**src/rtl/ap_pkg.sv**
```systemverilog
// Shared encodings for the associative-processor tag unit: tag ops, FSM states
// and the default row geometry.
package ap_pkg;
  localparam int ROWS_DFLT     = 8;
  localparam int ROW_ADDR_BITS = $clog2(ROWS_DFLT);

  typedef enum logic [1:0] {
    TAG_LOAD  = 2'd0,
    TAG_AND   = 2'd1,
    TAG_OR    = 2'd2,
    TAG_CLEAR = 2'd3
  } tag_op_e;

  typedef enum logic {
    ST_IDLE = 1'b0,
    ST_SCAN = 1'b1
  } state_e;
endpackage

```
**src/rtl/ap_tag_unit_if.sv**
```systemverilog
// Bus between the CAM array / scan consumer and the tag unit.
// The master side drives compares, writes and the scan handshake; the slave is the tag unit.
interface ap_tag_unit_if #(
  parameter int ROWS          = ap_pkg::ROWS_DFLT,
  parameter int ROW_ADDR_BITS = ap_pkg::ROW_ADDR_BITS
);
  import ap_pkg::*;

  logic [ROWS-1:0]          match;
  logic                     cmp_valid;
  tag_op_e                  tag_op;
  logic                     wr_en;
  logic [ROWS-1:0]          row_we;
  logic                     any_match;
  logic [ROW_ADDR_BITS:0]   tag_count;
  logic                     scan_start;
  logic                     scan_abort;
  logic                     out_valid;
  logic                     out_ready;
  logic [ROW_ADDR_BITS-1:0] out_addr;
  logic                     out_last;
  logic                     scan_done;
  logic                     busy;
  logic                     err;

  modport slave (
    input  match, cmp_valid, tag_op, wr_en, scan_start, scan_abort, out_ready,
    output row_we, any_match, tag_count, out_valid, out_addr, out_last, scan_done, busy, err
  );

  modport master (
    output match, cmp_valid, tag_op, wr_en, scan_start, scan_abort, out_ready,
    input  row_we, any_match, tag_count, out_valid, out_addr, out_last, scan_done, busy, err
  );
endinterface

```
**src/rtl/ap_prio_enc.sv**
```systemverilog
// Lowest-set-bit priority encoder with a found flag and an exactly-one-bit flag.
module ap_prio_enc #(
  parameter int ROWS          = 8,
  parameter int ROW_ADDR_BITS = $clog2(ROWS)
) (
  input  logic [ROWS-1:0]          vec,
  output logic [ROW_ADDR_BITS-1:0] idx,
  output logic                     found,
  output logic                     single
);
  // Walk from the top down so the lowest set bit is the last one written.
  always_comb begin
    idx = '0;
    for (int i = ROWS - 1; i >= 0; i--)
      if (vec[i]) idx = i[ROW_ADDR_BITS-1:0];
  end

  assign found  = |vec;
  assign single = found && ((vec & (vec - ROWS'(1))) == '0);
endmodule

```
**src/rtl/ap_tag_unit.sv**
```systemverilog
// Tag register behind the CAM row array: combines compare passes, gates masked
// writes, and scans tagged rows lowest-first over a valid/ready handshake.
module ap_tag_unit #(
  parameter int ROWS          = ap_pkg::ROWS_DFLT,
  parameter int ROW_ADDR_BITS = $clog2(ROWS)
) (
  input logic           clka,
  input logic           rst,
  ap_tag_unit_if.slave  bus
);
  import ap_pkg::*;

  state_e                   state_q, state_d;
  logic [ROWS-1:0]          tags_q, tags_d;
  logic [ROWS-1:0]          pend_q, pend_d;
  logic                     err_q, err_d;
  logic                     done_q, done_d;
  logic [ROW_ADDR_BITS-1:0] low_idx;
  logic                     low_found, low_single;
  logic [ROW_ADDR_BITS:0]   pop;
  logic                     in_scan;

  ap_prio_enc #(.ROWS(ROWS), .ROW_ADDR_BITS(ROW_ADDR_BITS)) u_prio (
    .vec    (pend_q),
    .idx    (low_idx),
    .found  (low_found),
    .single (low_single)
  );

  assign in_scan = (state_q == ST_SCAN);

  always_ff @(posedge clka) begin
    if (rst) begin
      state_q <= ST_IDLE;
      tags_q  <= '0;
      pend_q  <= '0;
      err_q   <= 1'b0;
      done_q  <= 1'b0;
    end else begin
      state_q <= state_d;
      tags_q  <= tags_d;
      pend_q  <= pend_d;
      err_q   <= err_d;
      done_q  <= done_d;
    end
  end

  always_comb begin
    state_d = state_q;
    tags_d  = tags_q;
    pend_d  = pend_q;
    err_d   = 1'b0;
    done_d  = 1'b0;
    case (state_q)
      ST_IDLE: begin
        // A compare wins over a same-cycle scan request; the scan is dropped and flagged.
        if (bus.cmp_valid) begin
          err_d = bus.scan_start;
          case (bus.tag_op)
            TAG_LOAD: tags_d = bus.match;
            TAG_AND:  tags_d = tags_q & bus.match;
            TAG_OR:   tags_d = tags_q | bus.match;
            default:  tags_d = '0;
          endcase
        end else if (bus.scan_start) begin
          if (tags_q == '0) begin
            done_d = 1'b1;
          end else begin
            state_d = ST_SCAN;
            pend_d  = tags_q;
          end
        end
      end
      default: begin
        err_d = bus.cmp_valid | bus.scan_start | bus.wr_en;
        if (bus.scan_abort) begin
          state_d = ST_IDLE;
          pend_d  = '0;
        end else if (bus.out_ready && low_found) begin
          pend_d[low_idx] = 1'b0;
          if (low_single) begin
            state_d = ST_IDLE;
            done_d  = 1'b1;
          end
        end
      end
    endcase
  end

  always_comb begin
    pop = '0;
    for (int i = 0; i < ROWS; i++)
      pop = pop + {{ROW_ADDR_BITS{1'b0}}, tags_q[i]};
  end

  // Write enables are combinational so the array commits on the same edge as wr_en.
  assign bus.row_we    = (bus.wr_en && !in_scan) ? tags_q : '0;
  assign bus.any_match = |tags_q;
  assign bus.tag_count = pop;
  assign bus.out_valid = in_scan;
  assign bus.out_addr  = in_scan ? low_idx : '0;
  assign bus.out_last  = in_scan & low_single;
  assign bus.scan_done = done_q;
  assign bus.busy      = in_scan;
  assign bus.err       = err_q;
endmodule

```
**src/flat_wrapper.sv**
```systemverilog
// flat-port wrapper written by rule: the top's interface ports become plain ports
module ap_tag_unit_flat import ap_pkg::*;
#(
  parameter int ROWS          = ap_pkg::ROWS_DFLT,
  parameter int ROW_ADDR_BITS = $clog2(ROWS)
)
  (clka, rst, bus_match, bus_cmp_valid, bus_tag_op, bus_wr_en, bus_scan_start, bus_scan_abort, bus_out_ready, bus_row_we, bus_any_match, bus_tag_count, bus_out_valid, bus_out_addr, bus_out_last, bus_scan_done, bus_busy, bus_err);
  ap_tag_unit_if #(.ROWS(ROWS), .ROW_ADDR_BITS(ROW_ADDR_BITS)) bus_i ();
  input logic clka;
  input logic rst;
  input wire logic [$bits(bus_i.match)-1:0] bus_match;
  input wire logic [$bits(bus_i.cmp_valid)-1:0] bus_cmp_valid;
  input wire logic [$bits(bus_i.tag_op)-1:0] bus_tag_op;
  input wire logic [$bits(bus_i.wr_en)-1:0] bus_wr_en;
  input wire logic [$bits(bus_i.scan_start)-1:0] bus_scan_start;
  input wire logic [$bits(bus_i.scan_abort)-1:0] bus_scan_abort;
  input wire logic [$bits(bus_i.out_ready)-1:0] bus_out_ready;
  output wire logic [$bits(bus_i.row_we)-1:0] bus_row_we;
  output wire logic [$bits(bus_i.any_match)-1:0] bus_any_match;
  output wire logic [$bits(bus_i.tag_count)-1:0] bus_tag_count;
  output wire logic [$bits(bus_i.out_valid)-1:0] bus_out_valid;
  output wire logic [$bits(bus_i.out_addr)-1:0] bus_out_addr;
  output wire logic [$bits(bus_i.out_last)-1:0] bus_out_last;
  output wire logic [$bits(bus_i.scan_done)-1:0] bus_scan_done;
  output wire logic [$bits(bus_i.busy)-1:0] bus_busy;
  output wire logic [$bits(bus_i.err)-1:0] bus_err;
  assign bus_i.match = bus_match;
  assign bus_i.cmp_valid = bus_cmp_valid;
  assign bus_i.tag_op = bus_tag_op;
  assign bus_i.wr_en = bus_wr_en;
  assign bus_i.scan_start = bus_scan_start;
  assign bus_i.scan_abort = bus_scan_abort;
  assign bus_i.out_ready = bus_out_ready;
  assign bus_row_we = bus_i.row_we;
  assign bus_any_match = bus_i.any_match;
  assign bus_tag_count = bus_i.tag_count;
  assign bus_out_valid = bus_i.out_valid;
  assign bus_out_addr = bus_i.out_addr;
  assign bus_out_last = bus_i.out_last;
  assign bus_scan_done = bus_i.scan_done;
  assign bus_busy = bus_i.busy;
  assign bus_err = bus_i.err;
  ap_tag_unit #(.ROWS(ROWS), .ROW_ADDR_BITS(ROW_ADDR_BITS)) u_core (.clka(clka), .rst(rst), .bus(bus_i));
endmodule
```
**config.mk**
```make
export PLATFORM = sky130hd
export DESIGN_NAME = ap_tag_unit_flat
export DESIGN_NICKNAME = d
export VERILOG_FILES = /design/src/rtl/ap_pkg.sv /design/src/rtl/ap_tag_unit_if.sv /design/src/rtl/ap_prio_enc.sv /design/src/rtl/ap_tag_unit.sv /design/src/flat_wrapper.sv
export SDC_FILE = /design/constraint.sdc
export NUM_CORES = 1
export LEC_CHECK = 0
export ABC_AREA = 0
export BUFFER_PORTS_ARGS = -buffer_cell sky130_fd_sc_hd__buf_2
export CORE_ASPECT_RATIO = 1.75
export CORE_MARGIN = 3
export CORE_UTILIZATION = 55
export DETAILED_ROUTE_END_ITERATION = 12
export PLACE_DENSITY_LB_ADDON = 0.2
export SLEW_MARGIN = 20
export SYNTH_ARGS = -nofsm -noshare
export SYNTH_HDL_FRONTEND = slang
export SYNTH_SLANG_ARGS = --single-unit
```
**constraint.sdc**
```tcl
create_clock -name clka -period 6.95 [get_ports clka]
set_clock_uncertainty 0.15 [all_clocks]
set_input_delay 0.695 -clock clka [delete_from_list [all_inputs] [get_ports clka]]
set_output_delay 0.695 -clock clka [all_outputs]
set_load 0.005 [all_outputs]
```
Word-level counts from Yosys, hierarchy flattened. Cells that the tools add are included.

Register bits after elaboration: 19. Bits in latches: 0. Bits in writable memories: 0. ROM bits: 0. Input port bits: 17. Logic and storage cells: 77. Memories: 0.

Add/sub/neg operators: 8. $mul: 0. Div/mod/pow operators: 0. $lt $le $gt $ge: 2. Equality and inequality tests: 5. Shift-type cells: 0. Muxes and demuxes: 35. Bitwise operators: 9. Reductions and logical operators: 13.

Operator list (count): $mux 8 (7); $mux 3 (9); $add 4x1->4 (6); $and 8x8->8 (3); $pmux 8 s3 (1); $mux 1 (17); $logic_not 8->1 (2); $reduce_or 8->1 (2); $not 8->8 (1); $or 8x8->8 (1); $sub 8x1->8 const B (1); $logic_and 1x1->1 (4); $lt 3x4->1 const B (1); $ne 2x1->1 const B (2); $reduce_and 4->1 (1); $demux 1 s3 (1); $ge 3x1->1 const B (1); $ne 3x3->1 const B (1); $add 1x1->2 (1); $eq 2x1->1 const B (1); $eq 2x2->1 const B (1); $logic_not 2->1 (1); $or 1x1->1 (2); $reduce_and 2->1 (1); other kinds (4) (4).

Longest topological paths before layout. Gate-level depths: netlist of run 1.

Depth after elaboration: 17. Gate-level depth with buffers: 10.

Hierarchy. Synthesis of run 1 repeated with hierarchy kept, for this count alone.

Cell total of the unflattened synthesis: 180. Area total of the unflattened synthesis: 1550.2 um^2.

Modules (own cells, without submodules): ap_tag_unit (times used 1, cells an instance 156, area each 1387.6 um^2); ap_prio_enc (times used 1, cells an instance 24, area each 162.7 um^2).

Least setup slack after synthesis of run 1. No wires, ideal clock.

Kind: reg2out. From: register u_core.tags_q[0]. To: output port bus_tag_count[1]. Arrival: 2576 ps. Path slack: 3529 ps. Stages on the path, launching flop included: 11. Cells stage by stage: dfxtp_1 > inv_1 > ha_1 > inv_1 > fa_1 > fa_1 > inv_1 > fa_1 > inv_1 > fa_1 > inv_1.

Cells in the longest elaborated chain, start to end: 7.

RTL lines: start: declaration (RTL line ap_tag_unit.sv:14) `logic [ROWS-1:0] tags_q, tags_d;`; start signal: assignment (RTL line ap_tag_unit.sv:41) `tags_q <= tags_d;`; $add 1x1->2 (RTL line ap_tag_unit.sv:93) `pop = pop + {{ROW_ADDR_BITS{1'b0}}, tags_q[i]};`; $add 4x1->4 (6 in a row) (RTL line ap_tag_unit.sv:93); end: declaration (RTL line flat_wrapper.sv:20) `output wire logic [$bits(bus_i.tag_count)-1:0] bus_tag_count;`.

Every way passes these cells.

Final worst setup path of run 1. Same ends and word-level chain as after synthesis.

==> results of run 1 <==
## placed cells by master (no fill, tap or decap), types with 2 or more instances in the layout
cell	Yosys	layout
or2_2	2	2
ha_1	4	4
nor2b_1	3	3
fa_1	4	4
nor2_1	12	12
mux2i_1	2	2
o21ai_0	7	7
o22ai_1	2	2
nand2_1	10	10
buf_2	0	37
a21oi_1	15	15
nor3_1	10	10
and2_1	9	9
inv_1	19	19
dfxtp_1	19	19
clkbuf_4	0	3
a211oi_1	9	9
nand2b_1	12	12
nor4b_1	2	2
## cell families after synthesis
group / share of synthesized area (%)
flops: 29.3
mux: 1.54
fa+ha+maj: 10.0
buf+inv: 6.94
xor+xnor: 1.35
simple gates: 27.7
compound gates: 23.1
## state kept, by name, indices dropped and copies added (netlist names)
signal                count
u_core.bus.busy           1
u_core.bus.err            1
u_core.bus.scan_done      1
u_core.pend_q             8
u_core.tags_q             8
## how the worst max path moves through the flow
| stage | end | slack [ns] | cells past startpoint |
|---|---|---|---|
| finish | bus_tag_count[1] | 3.00 | 11 |
| global route | bus_tag_count[1] | 2.86 | 11 |
| CTS | bus_tag_count[1] | 2.98 | 11 |
| detailed placement | bus_tag_count[1] | 3.32 | 11 |
| global placement | bus_tag_count[1] | 3.37 | 11 |
| floorplan | bus_tag_count[1] | 3.53 | 10 |
## worst reg2reg max path, stage by stage, from the launching register on
cell and delay, ns:
dfxtp_1 0.39, nor4_1 0.75, a31oi_1 0.23, o22ai_1 0.29
o21ai_0 0.16, nand2_1 0.10
## power breakdown
group / internal, W / switching, W / total (W) / leakage (nW)
Clock: 0.0000215 / 0.0000345 / 0.0000560 / 0.0177
Sequential: 0.000112 / 0.00000514 / 0.000118 / 0.154
Combinational: 0.0000218 / 0.0000281 / 0.0000499 / 0.519
## through the flow
step	power, W	instances	setup WS, ns	hold slack [ns]
floorplan	0.000150	163	3.53	0.302
global placement	0.000168	220	3.37	0.356
detailed placement	0.000170	220	3.32	0.356
CTS	0.000225	224	2.98	0.377
global route	0.000237	224	2.86	0.422
finish	0.000223	224	3.00	0.382
## per-layer routing
metal,up-vias,wire (um),GRT usage [%]
li1,642,-,-
met1,596,1150,25.3
met2,41,1830,42.1
met3,12,119,2.58
met4,0,123,14.5
met5,-,0,0
## area by class of cell
cell class                 instances  area share [%]
sequential                        19            25.0
clock buffer                       3            1.48
tap                               24            1.97
timing repair buffer              37            12.2
inverter                          19            4.69
clock inverter                     1           0.329
multi-input combinational        121            54.4
==> impl_metrics.csv, run 1 <==
group,metric,value,unit
global_route,grt_pass1_wl,5660,um
timing,post-route-min-period,3.95,ns
worst_setup_path,crit_path_max_fanout,5,
floorplan,dieArea,3000,sq um
timing,relSlewSlack,44.8,%
worst_setup_path,crit_chain,"inv_1 > ha_1 > inv_1 > fa_1 > fa_1 > inv_1 > fa_1 > inv_1 > fa_1 > inv_1 > buf_2",
worst_setup_path,r2r-end,"u_core.pend_q[5]",
final_layout,nNetsFinal,226,
timing,setup_viol,0,
timing,setup_tns,0,ns
timing,worst_pin_slew,0.820,ns
final_layout,diodes,0,
routing,drc,0,
worst_setup_path,rrSetupSlack,4.84,ns
worst_setup_path,r2r_start,"u_core.pend_q[0]",
place,hpwl,2660,um
timing,finalHoldViolCount,0,
hold_path,hp-class,"flop to flop",
timing,max_freq,253,MHz
job,cap_violations,0,
synthesis,synth_seq_cells,19,
routing,viasPerCell,5.76,
global_route,antenna_found_initial,0,
timing,rsz0062_at_grt,"no",
synthesis,avgSynthCellArea,7.96,sq um
cts,cts_tree,"built",
status,status,"finished clean",
hold_path,hold_start,"u_core.tags_q[2]",
global_route,track_usage,23.7,%
floorplan,die_width,42.7,um
synthesis,yosys-top-cells-area,"dfxtp_1 (29%), fa_1 (6.2%), a21oi_1 (5.8%)",
synthesis,syn-num-nets,188,
cts,cts_setup_buffers,0,
routing,firstDrtPassIters,4,
final_layout,final_core_util,70.0,%
global_route,grt_max_degree,14,
place,place_area,1490,sq um
final_layout,final-seq-area,380,sq um
cts,clock_latency,0.30,ns
cts,clkSinkCount,19,
synthesis,synth_edf_count,0,
synthesis,synth_cells,163,
synthesis,synth_area,1300,sq um
hold_path,hold_path_end,"u_core.pend_q[2]",
cts,path_clk_slew,0.11,ns
worst_setup_path,end_kind,"output pin",
pwr,cellPowerDensity,147,nW/um^2
cts,cts-buffers-inserted,3,
place,portBuffers,37,
final_layout,syn2layout_area_growth,17.3,%
cts,root_buffer,"clkbuf_4",
synthesis,synth_area_leader_cell,"dfxtp_1",
final_layout,drive_above_1_share,25.0,%
cts,clock_path_buffers,2,
final_layout,multi_input_area,827,sq um
pwr,peakVddDrop,140,uV
cts,htreeDepth,1,
global_route,grt_pass1_vias,1336,
synthesis,async_reset_ff_share,0,%
worst_setup_path,cp_common_cell,"inv_1",
routing,final_antenna_net_count,0,
timing,drv_slew,0,
floorplan,core,2170,sq um
routing,wl_per_cell,14.4,um
synthesis,synth_top_area_share,29.3,%
final_layout,finalInstanceArea,1520,sq um
cts,cts_hold_buf,0,
floorplan,initial_core_util,59.7,%
worst_setup_path,cp.required,6.11,ns
routing,drt_iter0_markers,37,
synthesis,ys_top_cells_by_count,"dfxtp_1 (19), inv_1 (19), a21oi_1 (15)",
worst_setup_path,criticalPathCategory,"flop to output pin",
worst_setup_path,critical-path-max-stage-delay,0.51,ns
worst_setup_path,cp-startpoint,"u_core.tags_q[0]",
synthesis,yosysUniqueCellTypes,37,
routing,routed_wl,3220,um
worst_setup_path,path_delay_family,"adder cells",
worst_setup_path,worst_r2r_path_depth,5,
floorplan,core.rowCount,22,
synthesis,dominantRegCellSynth,"dfxtp_1",
worst_setup_path,path_buf_inv,6,
timing,finalCritPeriodShare,56.8,%
global_route,overflow,0,
worst_setup_path,cp-start-kind,"flop",
hold_path,min_delay_path_depth,2,
place,gp_congestion,0.861,
floorplan,io_pins,38,
cts,ctsResizeCount,0,
synthesis,synth-warning-count,0,
worst_setup_path,arrival,3.10,ns
routing,vias,1291,
worst_setup_path,cp_slowest_cell,"fa_1",
synthesis,ys_seq_area_share,29.3,%
final_layout,fillers,198,
floorplan,die_h,70.3,um
pwr,p_leak,0.690,nW
No activity file was read; power rests on OpenSTA's default activity.
==> run 2, diff against run 1 <==
--- a/config.mk
+++ b/config.mk
@@ -9,7 +9,7 @@
 export BUFFER_PORTS_ARGS = -buffer_cell sky130_fd_sc_hd__buf_2
 export CORE_ASPECT_RATIO = 1.75
 export CORE_MARGIN = 3
-export CORE_UTILIZATION = 55
+export CORE_UTILIZATION = 51
 export DETAILED_ROUTE_END_ITERATION = 12
 export PLACE_DENSITY_LB_ADDON = 0.2
 export SLEW_MARGIN = 20
==> constraint.sdc (replaced) <==
create_clock -name clka -period 3.65 [get_ports clka]
set_clock_uncertainty 0.15 [all_clocks]
set_input_delay 0.365 -clock clka [delete_from_list [all_inputs] [get_ports clka]]
set_output_delay 0.365 -clock clka [all_outputs]
set_load 0.005 [all_outputs]
==> impl_metrics.csv, run 2 (same netlist as run 1, synthesis figures left out) <==
group,metric,value,unit
status,status,"finished clean",
routing,drc,0,
routing,wl_per_cell,14.5,um
cts,clkSinkCount,19,
timing,drv_slew,0,
final_layout,syn2layout_area_growth,19.4,%
timing,finalCritPeriodShare,96.1,%
routing,drt_iter0_markers,44,
floorplan,core.rowCount,23,
pwr,p_sw,0.000135,W
cts,cts_setup_buffers,0,
place,place_ws,0.386,ns
cts,cts_hold_buf,0,
pwr,combPwrFrac,20.2,%
global_route,grt_pass1_wl,5550,um
floorplan,initial_core_util,55.0,%
timing,worst_pin_slew,0.871,ns
routing,route.met3.wl,196,um
floorplan,die_h,72.7,um
hold_path,hp-class,"input pin to flop",
routing,viasPerCell,5.83,
pwr,peakVddDrop,279,uV
job,cap_violations,0,
cts,path_clk_slew,0.07,ns
worst_setup_path,crit_path_max_fanout,4,
place,portBuffers,37,
cts,clock_latency,0.26,ns
routing,routed_wl,3260,um
routing,firstDrtPassIters,5,
timing,post-route-min-period,3.51,ns
pwr,p_leak,0.696,nW
timing,relSlewSlack,41.4,%
global_route,antenna_found_initial,0,
routing,vias,1311,
floorplan,dieArea,3210,sq um
global_route,overflow,0,
timing,setup_tns,0,ns
timing,rsz0062_at_grt,"no",
cts,clock_path_buffers,2,
cts,cts_tree,"built",
final_layout,final_core_util,65.6,%
final_layout,stdcell_count,225,
worst_setup_path,cp.required,3.13,ns
worst_setup_path,end_kind,"output pin",
routing,met1Wirelength,1190,um
timing,setup_slack,0.141,ns
cts,htreeDepth,1,
pwr,p_clk_share,31.9,%
final_layout,final_cell_mix,"buf_2 (37), inv_1 (19), dfxtp_1 (17), a21oi_1 (15)",
pwr,cellPowerDensity,301,nW/um^2
cts,root_buffer,"clkbuf_8",
worst_setup_path,arrival,2.99,ns
floorplan,core,2360,sq um
final_layout,reg_top3,"u_core.pend_q (8), u_core.tags_q (8)",
floorplan,die_width,44.1,um
place,hpwl,2640,um
final_layout,drive_above_1_share,26.0,%
final_layout,diodes,0,
worst_setup_path,criticalPathCategory,"flop to output pin",
place,dp.cells,221,
pwr,pwr-share-seq,47.9,%
routing,final_antenna_net_count,0,
timing,finalHoldViolCount,0,
global_route,grt_pass1_vias,1247,
routing,wl_met2,1790,um
global_route,grt_max_degree,14,
routing,top_layer,"met4",
cts,cts-buffers-inserted,3,
timing,setup_viol,0,
place,gp_congestion,0.906,
floorplan,io_pins,38,
pwr,power.internal,0.000332,W
final_layout,nNetsFinal,226,
timing,max_freq,285,MHz
pwr,p_sw_share,28.9,%
worst_setup_path,cp-start-kind,"flop",
global_route,track_usage,22.8,%
final_layout,final_common_cell,"buf_2",
[run 2: worst paths after layout]
| path | startpoint | to | slack [ns] | cells past startpoint |
|---|---|---|---|---|
| worst min-delay path | bus_match[1] | u_core.tags_q[1] | 0.21 | 3 |
| worst max register to register | u_core.pend_q[0] | u_core.pend_q[5] | 1.52 | 5 |
| worst min register to register | u_core.tags_q[2] | u_core.pend_q[2] | 0.37 | 2 |
| worst max-delay path | u_core.tags_q[1] | bus_tag_count[1] | 0.14 | 11 |
[run 2: worst max-delay path, cell delays in order (launching register included)]
cell and delay [ns]:
dfxtp_2 0.36, inv_1 0.06, ha_1 0.27, inv_1 0.04, fa_1 0.46, fa_1 0.49, inv_1 0.05, fa_1 0.38
inv_1 0.08, fa_1 0.40, inv_1 0.05, buf_2 0.10
[run 2: power by group through the flow]
stage               clock network, W  logic (W)  registers [W]
finish                      0.000149  0.0000943       0.000224
global route                0.000158   0.000107       0.000225
floorplan                          0  0.0000596       0.000226
CTS                         0.000151  0.0000942       0.000224
global placement                   0  0.0000917       0.000228
detailed placement                 0  0.0000937       0.000228
[run 2: stage by stage]
step / cell area (sq um) / total power [W] / hold slack, ns
2_1_floorplan: 1300 / 0.000286 / 0.302
3_3_place_gp: 1500 / 0.000320 / 0.348
3_5_place_dp: 1500 / 0.000322 / 0.349
4_1_cts: 1540 / 0.000469 / 0.221
5_1_grt: 1550 / 0.000490 / 0.233
6_report: 1550 / 0.000466 / 0.213
[run 2: layout make-up]
| cell class | instances | area (sq um) |
|---|---|---|
| Clock inverter | 1 | 7.51 |
| Inverter | 19 | 71.3 |
| Fill cell | 208 | 811 |
| Timing Repair Buffer | 37 | 185 |
| Sequential cell | 19 | 385 |
| Tap cell | 25 | 31.3 |
| Multi-Input combinational cell | 121 | 827 |
| Clock buffer | 3 | 41.3 |
[run 2: repair_timing]
item	4_1_cts	5_1_grt
hold endpoints to repair	0	0
gates resized for setup	0	3
endpoints found under the setup margin	0	1
[run 2: layer usage]
layer	global-route usage, %	up-vias
met3	2.47	9
met2	43.3	53
met5	0	-
met1	24.2	608
li1	-	641
met4	9.06	0
==> run 3, diff against run 2 <==
--- a/config.mk
+++ b/config.mk
@@ -6,9 +6,10 @@
 export NUM_CORES = 1
 export LEC_CHECK = 0
 export ABC_AREA = 0
+export ABC_CLOCK_PERIOD_IN_PS = 3650
 export BUFFER_PORTS_ARGS = -buffer_cell sky130_fd_sc_hd__buf_2
 export CORE_ASPECT_RATIO = 1.75
-export CORE_MARGIN = 3
+export CORE_MARGIN = 4
 export CORE_UTILIZATION = 51
 export DETAILED_ROUTE_END_ITERATION = 12
 export PLACE_DENSITY_LB_ADDON = 0.2
==> impl_metrics.csv, run 3 (same netlist as run 1, synthesis figures left out) <==
group,metric,value,unit
status,status,"finished clean",
timing,drv_slew,0,
worst_setup_path,cp_common_cell,"inv_1",
routing,routed_wl,3380,um
timing,setup_slack,0.135,ns
final_layout,drive_above_1_share,25.5,%
worst_setup_path,critical-path-max-stage-delay,0.49,ns
worst_setup_path,rrSetupSlack,1.50,ns
global_route,antenna_found_initial,0,
worst_setup_path,r2r-end,"u_core.pend_q[2]",
routing,vias,1310,
timing,setup_tns,0,ns
floorplan,die_width,46.1,um
place,gp_congestion,0.878,
routing,viasPerCell,5.80,
worst_setup_path,cp_slowest_cell,"fa_1",
routing,drc,0,
timing,finalCritPeriodShare,96.3,%
worst_setup_path,crit_path_max_fanout,5,
cts,root_buffer,"clkbuf_8",
global_route,track_usage,22.7,%
final_layout,fillers,237,
final_layout,syn2layout_area_growth,19.0,%
cts,cts_setup_buffers,0,
timing,relSlewSlack,42.7,%
place,place_ws,0.358,ns
cts,cts_tree,"built",
routing,firstDrtPassIters,6,
worst_setup_path,end_kind,"output pin",
worst_setup_path,endpoint,"bus_tag_count[1]",
cts,htreeDepth,1,
place,portBuffers,37,
timing,max_freq,284,MHz
worst_setup_path,cp-start-kind,"flop",
timing,finalHoldViolCount,0,
worst_setup_path,crit_chain,"inv_1 > ha_1 > inv_1 > fa_1 > fa_1 > inv_1 > fa_1 > inv_1 > fa_1 > inv_1 > buf_2",
floorplan,dieArea,3450,sq um
pwr,p_leak,0.696,nW
cts,clkSinkCount,19,
worst_setup_path,r2r_start,"u_core.pend_q[0]",
cts,ctsResizeCount,0,
routing,final_antenna_net_count,0,
cts,cts-buffers-inserted,3,
routing,wl_per_cell,15.0,um
final_layout,final-seq-area,383,sq um
worst_setup_path,criticalPathCategory,"flop to output pin",
timing,rsz0062_at_grt,"no",
global_route,grt_pass1_wl,5780,um
floorplan,core.rowCount,24,
final_layout,final_common_cell,"buf_2",
routing,drt_iter0_markers,55,
global_route,overflow,0,
final_layout,final_core_util,62.7,%
timing,setup_viol,0,
global_route,grt_max_degree,14,
floorplan,die_h,74.7,um
worst_setup_path,arrival,3.00,ns
final_layout,final_cell_mix,"buf_2 (37), inv_1 (19), dfxtp_1 (17), a21oi_1 (15)",
timing,worst_pin_slew,0.852,ns
final_layout,reg_top3,"u_core.pend_q (8), u_core.tags_q (8)",
final_layout,diodes,0,
hold_path,hp-class,"input pin to flop",
pwr,peakVddDrop,293,uV
worst_setup_path,worst_r2r_path_depth,5,
pwr,cellPowerDensity,302,nW/um^2
final_layout,multi_input_area,827,sq um
timing,post-route-min-period,3.52,ns
final_layout,nNetsFinal,226,
cts,cts_hold_buf,0,
floorplan,initial_core_util,52.7,%
worst_setup_path,cp.required,3.13,ns
floorplan,core,2460,sq um
place,hpwl,2720,um
hold_path,min_delay_path_depth,3,
worst_setup_path,cp-startpoint,"u_core.tags_q[0]",
cts,path_clk_slew,0.07,ns
job,cap_violations,0,
global_route,grt_pass1_vias,1352,
cts,clock_path_buffers,2,
cts,clock_latency,0.25,ns
floorplan,io_pins,38,
[run 3: cell count changes in the layout (fill, tap and decap cells not counted)]
cell / delta
dfxtp_2: +1
clkbuf_1: +1
dfxtp_4: -1
clkinvlp_4: -1
[run 3: worst min path at each step]
stage	slack, ns	endpoint	start
final	0.22	u_core.tags_q[1]	bus_match[1]
after global routing	0.24	u_core.tags_q[0]	bus_match[0]
after CTS	0.23	u_core.tags_q[0]	bus_match[0]
after detailed placement	0.34	u_core.pend_q[2]	u_core.tags_q[2]
after global placement	0.34	u_core.pend_q[2]	u_core.tags_q[2]
after floorplan	0.30	u_core.pend_q[2]	u_core.tags_q[2]
[run 3: cell type report]
cell class | instances | share of cell area [%]
clock buffers | 4 | 2.92
inverters | 19 | 4.62
multi-input cells | 121 | 53.6
flip-flops and latches | 19 | 24.8
well taps | 26 | 2.11
repair buffers | 37 | 12.0
[run 3: metal layers]
metal | track usage [%] | vias up | wire length, um
met5 | 0 | - | 0
met4 | 12.7 | 0 | 91
met3 | 1.20 | 8 | 156
met2 | 43.3 | 46 | 1930
met1 | 23.0 | 613 | 1200
li1 | - | 643 | -
[run 3: through the flow]
| step | power (W) | hold WS, ns | std cells | instance area (sq um) |
|---|---|---|---|---|
| 6_report | 0.000466 | 0.221 | 226 | 1540 |
| 5_1_grt | 0.000491 | 0.236 | 226 | 1540 |
| 4_1_cts | 0.000469 | 0.231 | 226 | 1540 |
| 3_5_place_dp | 0.000323 | 0.344 | 222 | 1500 |
| 3_3_place_gp | 0.000320 | 0.339 | 222 | 1500 |
| 2_1_floorplan | 0.000286 | 0.302 | 163 | 1300 |
[run 3: critical path: cells and delay by family, from the launching register on]
family                   cells  cell delay (ns)
flip-flops                   1             0.36
buffers and inverters        6             0.41
adder cells (fa/ha/maj)      5             1.97
[run 3: power by group]
part           switching (W)  internal (W)  leakage [nW]
sequential         0.0000100      0.000214         0.155
clock              0.0000698     0.0000776        0.0228
combinational      0.0000528     0.0000411         0.519
